===== config.mk =====
export PLATFORM = sky130hd
export DESIGN_NAME = fir_sample_writer_flat
export DESIGN_NICKNAME = d
export VERILOG_FILES = /design/src/rtl/fir_sample_writer_pkg.sv /design/src/rtl/fir_sample_writer_if.sv /design/src/rtl/fir_sample_writer_sample_skid_reg.sv /design/src/rtl/fir_sample_writer.sv /design/src/flat_wrapper.sv
export SDC_FILE = /design/constraint.sdc
export NUM_CORES = 1
export LEC_CHECK = 0
export CORE_MARGIN = 2
export CORE_UTILIZATION = 30
export DETAILED_ROUTE_END_ITERATION = 12
export GPL_TIMING_DRIVEN = 0
export HOLD_SLACK_MARGIN = 0.15
export PLACE_DENSITY_LB_ADDON = 0.12
export SETUP_SLACK_MARGIN = 0.2
export SLEW_MARGIN = 20
export SYNTH_ARGS = -nofsm -noshare
export SYNTH_HDL_FRONTEND = slang
export SYNTH_SLANG_ARGS = --single-unit

===== constraint.sdc =====
create_clock -name clk -period 5.45 [get_ports clk]
set_input_delay 0.8175 -clock clk [delete_from_list [all_inputs] [get_ports clk]]
set_output_delay 0.8175 -clock clk [all_outputs]
set_load 0.01 [all_outputs]

===== src/rtl/fir_sample_writer_pkg.sv =====
// rtl/fir_sample_writer_pkg.sv - shared state type and width defaults for the FIR sample writer
package rtaudio_pkg;

  localparam int ADDR_WIDTH_DEFAULT = 7;
  localparam int DATA_WIDTH_DEFAULT = 16;

  typedef enum logic [2:0] {
    ST_IDLE,
    ST_WRITE,
    ST_KICK,
    ST_GUARD,
    ST_WAIT,
    ST_OUTPUT
  } state_t;

endpackage


===== src/rtl/fir_sample_writer_if.sv =====
// rtl/fir_sample_writer_if.sv - audio RAM write port and fir_filter control/result bus
interface fir_sample_writer_if import rtaudio_pkg::*; #(
  parameter int ADDR_WIDTH = ADDR_WIDTH_DEFAULT,
  parameter int DATA_WIDTH = DATA_WIDTH_DEFAULT
) ();

  logic [ADDR_WIDTH-1:0] mem_addr;
  logic [DATA_WIDTH-1:0] mem_wdata;
  logic                  mem_we;
  logic                  fir_reset;
  logic [ADDR_WIDTH-1:0] fir_start_addr;
  logic [ADDR_WIDTH-1:0] fir_last_addr;
  logic [DATA_WIDTH-1:0] fir_result;
  logic                  fir_done;

  modport master (
    output mem_addr, mem_wdata, mem_we,
    output fir_reset, fir_start_addr, fir_last_addr,
    input  fir_result, fir_done
  );

  modport slave (
    input  mem_addr, mem_wdata, mem_we,
    input  fir_reset, fir_start_addr, fir_last_addr,
    output fir_result, fir_done
  );

endinterface


===== src/rtl/fir_sample_writer_sample_skid_reg.sv =====
// rtl/fir_sample_writer_sample_skid_reg.sv - one-entry pending sample buffer with sticky overflow
module sample_skid_reg import rtaudio_pkg::*; #(
  parameter int DATA_WIDTH = DATA_WIDTH_DEFAULT
) (
  input  logic                  clk,
  input  logic                  reset,
  input  logic                  push,
  input  logic [DATA_WIDTH-1:0] push_data,
  input  logic                  pop,
  output logic                  full,
  output logic [DATA_WIDTH-1:0] data,
  output logic                  overflow
);

  // A push in the same cycle as a pop refills the slot, so it stays full.
  always_ff @(posedge clk or posedge reset) begin
    if (reset) begin
      full     <= 1'b0;
      data     <= '0;
      overflow <= 1'b0;
    end else begin
      if (push && (!full || pop)) begin
        data <= push_data;
        full <= 1'b1;
      end else if (pop) begin
        full <= 1'b0;
      end
      if (push && full && !pop) begin
        overflow <= 1'b1;
      end
    end
  end

endmodule


===== src/rtl/fir_sample_writer.sv =====
// rtl/fir_sample_writer.sv - writes samples into the circular audio RAM and sequences fir_filter runs
module fir_sample_writer import rtaudio_pkg::*; #(
  parameter int ADDR_WIDTH = ADDR_WIDTH_DEFAULT,
  parameter int DATA_WIDTH = DATA_WIDTH_DEFAULT,
  parameter int NUM_TAPS   = 3,
  parameter int MAX_WAIT   = 64
) (
  input  logic                  clk,
  input  logic                  reset,
  input  logic [DATA_WIDTH-1:0] in_sample,
  input  logic                  in_valid,
  fir_sample_writer_if.master   bus,
  output logic [DATA_WIDTH-1:0] out_sample,
  output logic                  out_valid,
  output logic                  overflow,
  output logic                  timeout_err
);

  localparam int FILL_W = ADDR_WIDTH + 1;
  localparam int CNT_W  = ($clog2(MAX_WAIT) < 1) ? 1 : $clog2(MAX_WAIT);
  localparam logic [FILL_W-1:0]     TAPS      = FILL_W'(NUM_TAPS);
  localparam logic [ADDR_WIDTH-1:0] BACK      = ADDR_WIDTH'(NUM_TAPS - 1);
  localparam logic [CNT_W-1:0]      WAIT_LAST = CNT_W'(MAX_WAIT - 1);

  state_t                state;
  logic [ADDR_WIDTH-1:0] wr_ptr;
  logic [FILL_W-1:0]     fill;
  logic [FILL_W-1:0]     fill_next;
  logic [CNT_W-1:0]      wait_cnt;
  logic                  pend_full;
  logic                  pend_push;
  logic                  pend_pop;
  logic [DATA_WIDTH-1:0] pend_data;
  logic [DATA_WIDTH-1:0] take_data;

  // In IDLE the pending sample has priority; a simultaneous new sample takes its place.
  assign pend_pop  = (state == ST_IDLE) && pend_full;
  assign pend_push = in_valid && ((state != ST_IDLE) || pend_full);
  assign take_data = pend_full ? pend_data : in_sample;
  assign fill_next = (fill < TAPS) ? fill + 1'b1 : fill;

  sample_skid_reg #(
    .DATA_WIDTH(DATA_WIDTH)
  ) u_pending (
    .clk      (clk),
    .reset    (reset),
    .push     (pend_push),
    .push_data(in_sample),
    .pop      (pend_pop),
    .full     (pend_full),
    .data     (pend_data),
    .overflow (overflow)
  );

  always_ff @(posedge clk or posedge reset) begin
    if (reset) begin
      state              <= ST_IDLE;
      wr_ptr             <= '0;
      fill               <= '0;
      wait_cnt           <= '0;
      bus.mem_addr       <= '0;
      bus.mem_wdata      <= '0;
      bus.mem_we         <= 1'b0;
      bus.fir_reset      <= 1'b0;
      bus.fir_start_addr <= '0;
      bus.fir_last_addr  <= '0;
      out_sample         <= '0;
      out_valid          <= 1'b0;
      timeout_err        <= 1'b0;
    end else begin
      case (state)
        ST_IDLE: begin
          if (pend_full || in_valid) begin
            bus.mem_we         <= 1'b1;
            bus.mem_addr       <= wr_ptr;
            bus.mem_wdata      <= take_data;
            bus.fir_last_addr  <= wr_ptr;
            bus.fir_start_addr <= wr_ptr - BACK;
            state              <= ST_WRITE;
          end
        end
        ST_WRITE: begin
          bus.mem_we <= 1'b0;
          wr_ptr     <= wr_ptr + 1'b1;
          fill       <= fill_next;
          if (fill_next < TAPS) begin
            out_sample <= '0;
            out_valid  <= 1'b1;
            state      <= ST_OUTPUT;
          end else begin
            bus.fir_reset <= 1'b1;
            state         <= ST_KICK;
          end
        end
        ST_KICK: begin
          bus.fir_reset <= 1'b0;
          state         <= ST_GUARD;
        end
        ST_GUARD: begin
          // The filter's done from its previous run may still be visible here.
          wait_cnt <= '0;
          state    <= ST_WAIT;
        end
        ST_WAIT: begin
          if (bus.fir_done) begin
            out_sample <= bus.fir_result;
            out_valid  <= 1'b1;
            state      <= ST_OUTPUT;
          end else if (wait_cnt == WAIT_LAST) begin
            timeout_err <= 1'b1;
            out_sample  <= '0;
            out_valid   <= 1'b1;
            state       <= ST_OUTPUT;
          end else begin
            wait_cnt <= wait_cnt + 1'b1;
          end
        end
        ST_OUTPUT: begin
          out_valid <= 1'b0;
          state     <= ST_IDLE;
        end
        default: state <= ST_IDLE;
      endcase
    end
  end

endmodule


===== src/flat_wrapper.sv =====
// flat-port wrapper written by rule: the top's interface ports become plain ports
module fir_sample_writer_flat import rtaudio_pkg::*;
#(
  parameter int ADDR_WIDTH = ADDR_WIDTH_DEFAULT,
  parameter int DATA_WIDTH = DATA_WIDTH_DEFAULT,
  parameter int NUM_TAPS   = 3,
  parameter int MAX_WAIT   = 64
)
  (clk, reset, in_sample, in_valid, out_sample, out_valid, overflow, timeout_err, bus_mem_addr, bus_mem_wdata, bus_mem_we, bus_fir_reset, bus_fir_start_addr, bus_fir_last_addr, bus_fir_result, bus_fir_done);
  fir_sample_writer_if #(.ADDR_WIDTH(ADDR_WIDTH), .DATA_WIDTH(DATA_WIDTH)) bus_i ();
  input  logic clk;
  input  logic reset;
  input  logic [DATA_WIDTH-1:0] in_sample;
  input  logic in_valid;
  output logic [DATA_WIDTH-1:0] out_sample;
  output logic out_valid;
  output logic overflow;
  output logic timeout_err;
  output wire logic [$bits(bus_i.mem_addr)-1:0] bus_mem_addr;
  output wire logic [$bits(bus_i.mem_wdata)-1:0] bus_mem_wdata;
  output wire logic [$bits(bus_i.mem_we)-1:0] bus_mem_we;
  output wire logic [$bits(bus_i.fir_reset)-1:0] bus_fir_reset;
  output wire logic [$bits(bus_i.fir_start_addr)-1:0] bus_fir_start_addr;
  output wire logic [$bits(bus_i.fir_last_addr)-1:0] bus_fir_last_addr;
  input wire logic [$bits(bus_i.fir_result)-1:0] bus_fir_result;
  input wire logic [$bits(bus_i.fir_done)-1:0] bus_fir_done;
  assign bus_mem_addr = bus_i.mem_addr;
  assign bus_mem_wdata = bus_i.mem_wdata;
  assign bus_mem_we = bus_i.mem_we;
  assign bus_fir_reset = bus_i.fir_reset;
  assign bus_fir_start_addr = bus_i.fir_start_addr;
  assign bus_fir_last_addr = bus_i.fir_last_addr;
  assign bus_i.fir_result = bus_fir_result;
  assign bus_i.fir_done = bus_fir_done;
  fir_sample_writer #(.ADDR_WIDTH(ADDR_WIDTH), .DATA_WIDTH(DATA_WIDTH), .NUM_TAPS(NUM_TAPS), .MAX_WAIT(MAX_WAIT)) u_core (.clk(clk), .reset(reset), .in_sample(in_sample), .in_valid(in_valid), .bus(bus_i), .out_sample(out_sample), .out_valid(out_valid), .overflow(overflow), .timeout_err(timeout_err));
endmodule

==> flow_summary.ini, run 1 <==
[logic_synthesis]
synthXorXnorAreaFrac_pct = 2.62
syn-num-nets = 401
synth_top_area_share_pct = 56.8
synth_simple_gate_area_share_pct = 10.6
synth_compound_area_share_pct = 11.9
syn_inst = 360
ys_ff_latch = 91
synth_warnings = 0
yosysUniqueCellTypes = 42
synth_edf_count = 0
synth_fa_ha_area_share_pct = 1.56
yosysSeqAreaShare_pct = 56.8
async_flop_share_pct = 100
synth_area_sq_um = 4010
synth_top_family_by_area = compound AO/OA/AOI/OAI gates
synthMuxAreaShare_pct = 11.5
synth.avg_cell_area_sq_um = 11.1
yosysTopAreaCell = dfrtp_1
ys_top_cells_by_area = dfrtp_1 57%, mux2_2 7.0%, mux2i_1 4.2%
synthFlopType = dfrtp_1

[global_routing]
met1_usage_pct = 17.5
grt_util_met2_pct = 21.0
grt_start_max_net_pins = 75
antenna_found_initial = 0
grt_use_met3_pct = 4.90
overflow = 0
grt.total_usage_pct = 13.4
busiest_layer = met2
grt_pass1_vias = 2991
grt_first_pass_wirelength_um = 15000

[job]
cap_viol_max_count = 0

[floorplan]
placementRows = 42
die_x_um = 120
start_util_pct = 30.5
core_area_sq_um = 13100
die_area_sq_um = 14300
die_y_um = 120
ios = 94

[placed_design]
io_buffers = 93
dp_cells = 630
hpwl_um = 6320
placed_cell_area_sq_um = 5200
gp_congestion = 0.742

[clocking]
cts_setup_buffers = 0
path_clk_slew_ps = 60
worstSkewPairLatency_ps = 340
ctsHoldBuffers = 0
cts_max_level = 3
cts_resized = 0
clock_sinks = 91
cts_tree = done
clockBufferDepth = 2
numCtsBuffers = 9
cts-root-buf = clkbuf_16

[drt]
postRouteAntennaNets = 0
drc = 0
drt_iter0_drc = 144
first_pass_iters = 4
num_vias = 2947
vias_per_cell = 4.57
totalWireLength_um = 9120
wl_per_cell_um = 14.1

[setup_path]
start_kind = flop
cp.arrival_ps = 2900
endpoint_kind = flop
required_ps = 5660
path_max_fanout = 10
crit_type = flop to flop

[cells_and_area]
area_delta_synth_final_pct = 36.2
final_cell_count_no_fill = 645
design_area_sq_um = 5470
drive_gt1_share_pct = 14.3
fin_nets = 506
diodes = 0

[timing]
hold_violations = 0
max_freq_mhz = 372
setup-tns-final_ps = 0
fin_crit_sh_pct = 49.3
finalCriticalPeriod_ps = 2690
tightest_slew_ps = 958
rsz0062_at_grt = no
final_max_slew_viol_count = 0
skew_ps = 6.06
setup_violations = 0
slew-limit-headroom_pct = 35.7

[outcome]
outcome = completed

[min_path]
hold_path.class = flop to flop

[pwr]
power_density_nw_per_um2 = 595
vdd_drop_max_uv = 222
power_leakage_uw = 0.00235
-- critical path: stages (launching register included) --
cell and delay, ps:
dfrtp_1 360, clkbuf_2 160, nor3b_2 570, o21ai_0 210, nor3_1 770, clkbuf_2 360, o21ai_0 130
-- through the flow --
step	hold WS, ps	power, uW	setup slack, ps	utilization [%]
after floorplan	430	2070	2270	-
after global placement	446	2690	678	39.3
after detailed placement	449	2720	2650	39.6
after CTS	464	3310	2750	41.6
after global routing	476	3510	2500	41.6
final	458	3250	2760	41.6
-- path summary, 6_finish.rpt --
| kind | slack (ps) | depth (start not counted) | from | endpoint |
|---|---|---|---|---|
| max | 2760 | 6 | u_core.state[1] | u_core.out_sample[4] |
| min | 460 | 1 | u_core.fill[7] | u_core.fill[7] |
| max reg2reg | 2760 | 6 | u_core.state[1] | u_core.out_sample[4] |
| min reg2reg | 460 | 1 | u_core.fill[7] | u_core.fill[7] |
| max in group asynchronous | 4060 | 3 | reset | u_core.out_sample[2] |
| min in group asynchronous | 770 | 2 | reset | u_core.bus.fir_start_addr[2] |
-- cell families after synthesis --
kind of cell	count (synthesis)
AO/OA/AOI/OAI	76
XOR/XNOR	12
adder cells (fa/ha/maj)	5
buffers and inverters	41
flip-flops	91
multiplexers	43
AND/OR/NAND/NOR	92
-- cells in the mapped netlist (3+ instances only) --
master and n:
a21oi_1 23, a22oi_1 16, buf_2 8, buf_4 9
clkbuf_1 15, dfrtp_1 91, ha_1 5, inv_1 6
mux2_2 25, mux2i_1 17, nand2_1 27, nand2b_1 3
nand3_1 6, nand4_1 3, nor2_1 34, nor2b_1 3
nor3_1 5, o21ai_0 24, xnor2_1 9, xor2_1 3
-- layout make-up --
| class | count | area (sq um) |
|---|---|---|
| Inverter | 6 | 27.5 |
| Buffer | 35 | 178 |
| Clock buffer | 9 | 225 |
| Sequential cell | 91 | 2280 |
| Timing Repair Buffer | 94 | 958 |
| Clock inverter | 6 | 43.8 |
| Fill cell | 1306 | 7670 |
| Multi-Input combinational cell | 228 | 1540 |
| Tap cell | 176 | 220 |
-- power by group --
group | total [uW] | internal (uW) | switching (uW) | leakage [uW]
Sequential | 1150 | 969 | 184 | 0.00111
Clock | 570 | 307 | 263 | 0.000131
Combinational | 1530 | 801 | 730 | 0.00111
-- layer usage --
| layer | vias up | routed length [um] |
|---|---|---|
| li1 | 1440 | - |
| met1 | 1429 | 4270 |
| met2 | 71 | 4260 |
| met3 | 7 | 540 |
| met4 | 0 | 51 |
| met5 | - | 0 |
-- layout by cell type, fill, tap and decap left out, types with 6 or more instances in the layout --
| master | count |
|---|---|
| mux2i_1 | 17 |
| nand3_1 | 6 |
| xnor2_1 | 9 |
| nand2_1 | 27 |
| clkdlybuf4s50_1 | 93 |
| buf_4 | 9 |
| buf_2 | 8 |
| mux2_2 | 25 |
| o21ai_0 | 24 |
| a21oi_1 | 23 |
| nor2_1 | 34 |
| a22oi_1 | 16 |
| clkbuf_1 | 15 |
| dfrtp_1 | 91 |
| clkbuf_16 | 9 |
-- flip-flops by register name, summed over array words and instances, names as in the netlist, 3 cells and up --
name and count:
u_core.bus.fir_start_addr 7, u_core.bus.mem_addr 6, u_core.bus.mem_wdata 16, u_core.fill 8
u_core.out_sample 16, u_core.state 3, u_core.u_pending.data 16, u_core.wait_cnt 6
u_core.wr_ptr 7
No activity file was read; power rests on OpenSTA's default activity.
==> inputs of run 2 (changes only) <==
clock period = 2.6 ns   (was 5.45 ns; I/O delays follow)
==> flow_summary.ini, run 2 (synthesized netlist as in run 1, its figures left out) <==
[outcome]
outcome = completed

[cells_and_area]
final_common_cell = clkdlybuf4s50_1
drive_gt1_share_pct = 15.5
area_delta_synth_final_pct = 38.2
final_cell_mix = 93 x clkdlybuf4s50_1, 91 x dfrtp_1, 33 x nor2_1, 27 x nand2_1, 25 x mux2_2
fillers = 1288
fin_nets = 508
largestRegisters = u_core.bus.mem_wdata (16), u_core.out_sample (16), u_core.u_pending.data (16)
diodes = 0

[timing]
finalCriticalPeriod_ps = 2230
setup-tns-final_ps = 0
skew_ps = 6.89
tightest_slew_ps = 800
fin_crit_sh_pct = 85.8
rsz0062_at_grt = no
setup_violations = 0
hold_violations = 0
max_freq_mhz = 448
setup_ws_ps = 368
final_max_slew_viol_count = 0
slew-limit-headroom_pct = 46.7

[setup_path]
cp.arrival_ps = 2490
critical_path.top_delay_family = buffers and inverters
crit_path_max_incr_delay_ps = 430
cp_cell_sequence = clkbuf_1 > or3b_1 > buf_2 > nor2_2 > clkbuf_1 > a22oi_1 > o21ai_0
required_ps = 2860
crit_path_top_delay_cell = clkbuf_1
crit_type = flop to flop
cp.buffers_inverters = 3
r2r_slack_ps = 370
r2r-start = u_core.state[0]
r2r_end = u_core.out_sample[2]
start_kind = flop
endpoint_kind = flop
cp_num_cells = 7
startpoint = u_core.state[0]
path_max_fanout = 10
critical_path.most_common_cell = clkbuf_1
reg2reg_depth = 7

[drt]
num_vias = 2965
wl_per_cell_um = 14.0
totalWireLength_um = 9040
drt_iter0_drc = 145
first_pass_iters = 4
postRouteAntennaNets = 0
vias_per_cell = 4.58
drc = 0

[pwr]
power_density_nw_per_um2 = 1250
power_frac_comb_pct = 46.8
p_seq_share_pct = 34.8
vdd_drop_max_uv = 366
intPower_uw = 4470
power_frac_clock_pct = 18.4
power_leakage_uw = 0.00238
switching_share_pct = 35.6
switchingPower_uw = 2470

[clocking]
cts_tree = done
cts-root-buf = clkbuf_16
path_clk_slew_ps = 60
clockBufferDepth = 2
cts_max_level = 3
clock_sinks = 91
worstSkewPairLatency_ps = 350
numCtsBuffers = 9
cts_setup_buffers = 0

[min_path]
hold_path.class = input pin to async pin

[global_routing]
grt.total_usage_pct = 13.2
antenna_found_initial = 0
grt_start_max_net_pins = 33
grt_first_pass_wirelength_um = 15000
overflow = 0
grt_pass1_vias = 2924

[floorplan]
die_area_sq_um = 14300
placementRows = 42
die_x_um = 120
start_util_pct = 30.5
die_y_um = 120
core_area_sq_um = 13100
ios = 94

[placed_design]
dp_slack_ps = -161
hpwl_um = 6320
gp_congestion = 0.750
io_buffers = 93

[job]
cap_viol_max_count = 0
==> run 2: worst max-delay path by stage <==
| stage | slack (ps) | to |
|---|---|---|
| global placement | -130 | u_core.out_sample[6] |
| floorplan | 660 | u_core.wait_cnt[4] |
| finish | 370 | u_core.out_sample[2] |
| global route | 230 | u_core.out_sample[14] |
| CTS | 240 | u_core.out_sample[7] |
| detailed placement | -160 | u_core.out_sample[9] |
==> run 2: repair_timing <==
item	4_1_cts	5_1_grt
endpoints found under the setup margin	40	32
hold buffers	0	0
gates resized for setup	4	3
==> run 2: power groups by stage <==
stage / clock network, uW / logic [uW] / registers (uW)
floorplan: 0 / 1810 / 2530
global placement: 0 / 3210 / 2440
detailed placement: 0 / 3250 / 2450
CTS: 1320 / 3290 / 2430
global route: 1370 / 3600 / 2510
finish: 1280 / 3250 / 2420
==> run 2: routing by layer <==
| layer | wire length (um) | global-route usage, % | up-vias |
|---|---|---|---|
| li1 | - | - | 1449 |
| met1 | 4400 | 19.0 | 1428 |
| met2 | 3920 | 18.7 | 80 |
| met3 | 583 | 4.09 | 8 |
| met4 | 131 | 4.85 | 0 |
| met5 | 0 | 0 | - |
==> run 2: metrics by stage <==
step	area, sq um	utilization, %	std cells	hold slack [ps]	total power (uW)
after floorplan	4020	-	360	430	4350
after global placement	5170	39.3	629	445	5640
after detailed placement	5240	39.8	632	456	5700
after CTS	5530	42.1	647	394	7030
after global routing	5550	42.2	647	418	7490
final	5550	42.2	647	393	6950
==> run 2: layout make-up <==
class	instances	area (sq um)	area share (%)
flip-flops and latches	91	2280	41.1
multi-input cells	228	1560	28.1
repair buffers	96	998	18.0
clock buffers	10	229	4.13
well taps	176	220	3.97
plain buffers	35	180	3.25
clock inverters	5	55.1	0.993
inverters	6	26.3	0.474
==> inputs of run 3 (changes only) <==
CAP_MARGIN = 5   (was default)
DONT_BUFFER_PORTS = 1   (was default)
==> flow_summary.ini, run 3 (synthesized netlist as in run 1, its figures left out) <==
[drt]
wl_per_cell_um = 16.2
vias_per_cell = 4.87
routedLengthMet1_um = 4060
drt_iter0_drc = 153
postRouteAntennaNets = 0
num_vias = 2696
totalWireLength_um = 9000
drc = 0
route.met2.wl_um = 4120
top_layer = met4
first_pass_iters = 4
wl_met3_um = 620

[setup_path]
cp.arrival_ps = 2420
reg2reg_depth = 6
r2r-start = u_core.state[0]
r2r_slack_ps = 400
r2r_end = u_core.wait_cnt[4]
crit_type = flop to flop
path_max_fanout = 10
crit_path_max_incr_delay_ps = 420
cp_cell_sequence = clkbuf_1 > or3b_1 > buf_2 > a311oi_4 > nand4_1 > mux2_1
required_ps = 2820
endpoint_kind = flop
start_kind = flop
crit_path_top_delay_cell = or3b_1

[timing]
setup_ws_ps = 397
skew_ps = 5.80
hold_violations = 0
whs_ps = 186
setup_violations = 0
slew-limit-headroom_pct = 44.3
max_freq_mhz = 454
fin_crit_sh_pct = 84.7
final_max_slew_viol_count = 0
rsz0062_at_grt = no
setup-tns-final_ps = 0
finalCriticalPeriod_ps = 2200
tightest_slew_ps = 833

[floorplan]
die_y_um = 120
core_area_sq_um = 13100
die_x_um = 120
placementRows = 42
ios = 94
start_util_pct = 30.5
die_area_sq_um = 14300

[clocking]
cts_max_level = 3
numCtsBuffers = 9
path_clk_slew_ps = 60
clockBufferDepth = 2
clock_sinks = 91
cts-root-buf = clkbuf_16
cts_tree = done
worstSkewPairLatency_ps = 340

[cells_and_area]
design_area_sq_um = 4630
fin_nets = 417
fillers = 1333
ff_latch_area_sq_um = 2280
final_common_cell = dfrtp_1
area_delta_synth_final_pct = 15.5
drive_gt1_share_pct = 19.0
diodes = 0
final_core_util_pct = 35.3
final_cell_mix = 91 x dfrtp_1, 33 x nor2_1, 27 x nand2_1, 25 x mux2_2, 24 x o21ai_0
multi_input_comb_area_sq_um = 1570
largestRegisters = u_core.bus.mem_wdata (16), u_core.out_sample (16), u_core.u_pending.data (16)

[min_path]
holdCritStartpoint = bus_fir_result[4]
hold_path.class = input pin to flop
hold_end = u_core.out_sample[4]
min_path_cells = 2

[global_routing]
grt_pass1_vias = 2841
grt_start_max_net_pins = 32
overflow = 0
grt.total_usage_pct = 13.8
grt_first_pass_wirelength_um = 15300
antenna_found_initial = 0

[outcome]
outcome = completed

[pwr]
vdd_drop_max_uv = 336
power_leakage_uw = 0.00203
power_density_nw_per_um2 = 1340

[placed_design]
gp_congestion = 0.753
io_buffers = 0
hpwl_um = 6300
placed_cell_area_sq_um = 4300
dp_slack_ps = -267

[job]
cap_viol_max_count = 0
[run 3: power breakdown]
group,switching (uW),internal [uW],leakage [uW]
combinational,1250,1040,0.000786
clock,528,727,0.000130
sequential,615,2030,0.00111
[run 3: repair_timing]
item                       4_1_cts  5_1_grt
gates resized for setup          4        8
hold endpoints to repair        14        0
setup endpoints to repair       40       47
pin swaps                        0        0
gates cloned                     0        0
hold buffers                     2        0
buffers inserted                 0        0
[run 3: critical path, delay by kind of cell (launching register included)]
family	cells	cell delay, ps
multiplexers	1	340
AND/OR/NAND/NOR	2	570
AO/OA/AOI/OAI	1	390
flip-flops	1	380
buffers and inverters	2	400
[run 3: worst max-delay path by stage]
| stage | startpoint | endpoint | slack, ps | depth (start not counted) |
|---|---|---|---|---|
| floorplan | u_core.state[0] | u_core.wait_cnt[4] | 660 | 6 |
| global placement | u_core.state[1] | u_core.out_sample[6] | -240 | 6 |
| detailed placement | u_core.state[1] | u_core.out_sample[1] | -270 | 6 |
| CTS | u_core.state[0] | u_core.out_sample[6] | 220 | 7 |
| global route | u_core.state[1] | u_core.out_sample[3] | 220 | 6 |
| finish | u_core.state[0] | u_core.wait_cnt[4] | 400 | 6 |
[run 3: per-layer routing]
metal / vias up / track usage, %
li1: 1264 / -
met1: 1338 / 17.8
met2: 83 / 21.2
met3: 11 / 4.18
met4: 0 / 6.62
met5: - / 0
[run 3: layout make-up]
type	count	area share (%)
Clock inverter	3	0.918
Clock buffer	10	4.94
Multi-Input combinational cell	228	33.8
Inverter	6	0.567
Tap cell	176	4.75
Timing Repair Buffer	5	1.89
Sequential cell	91	49.1
Buffer	35	3.97
[run 3: per-stage QoR]
step | instances | power, uW
2_1_floorplan | 360 | 4350
3_3_place_gp | 536 | 4890
3_5_place_dp | 539 | 4960
4_1_cts | 554 | 6290
5_1_grt | 554 | 6770
6_report | 554 | 6190
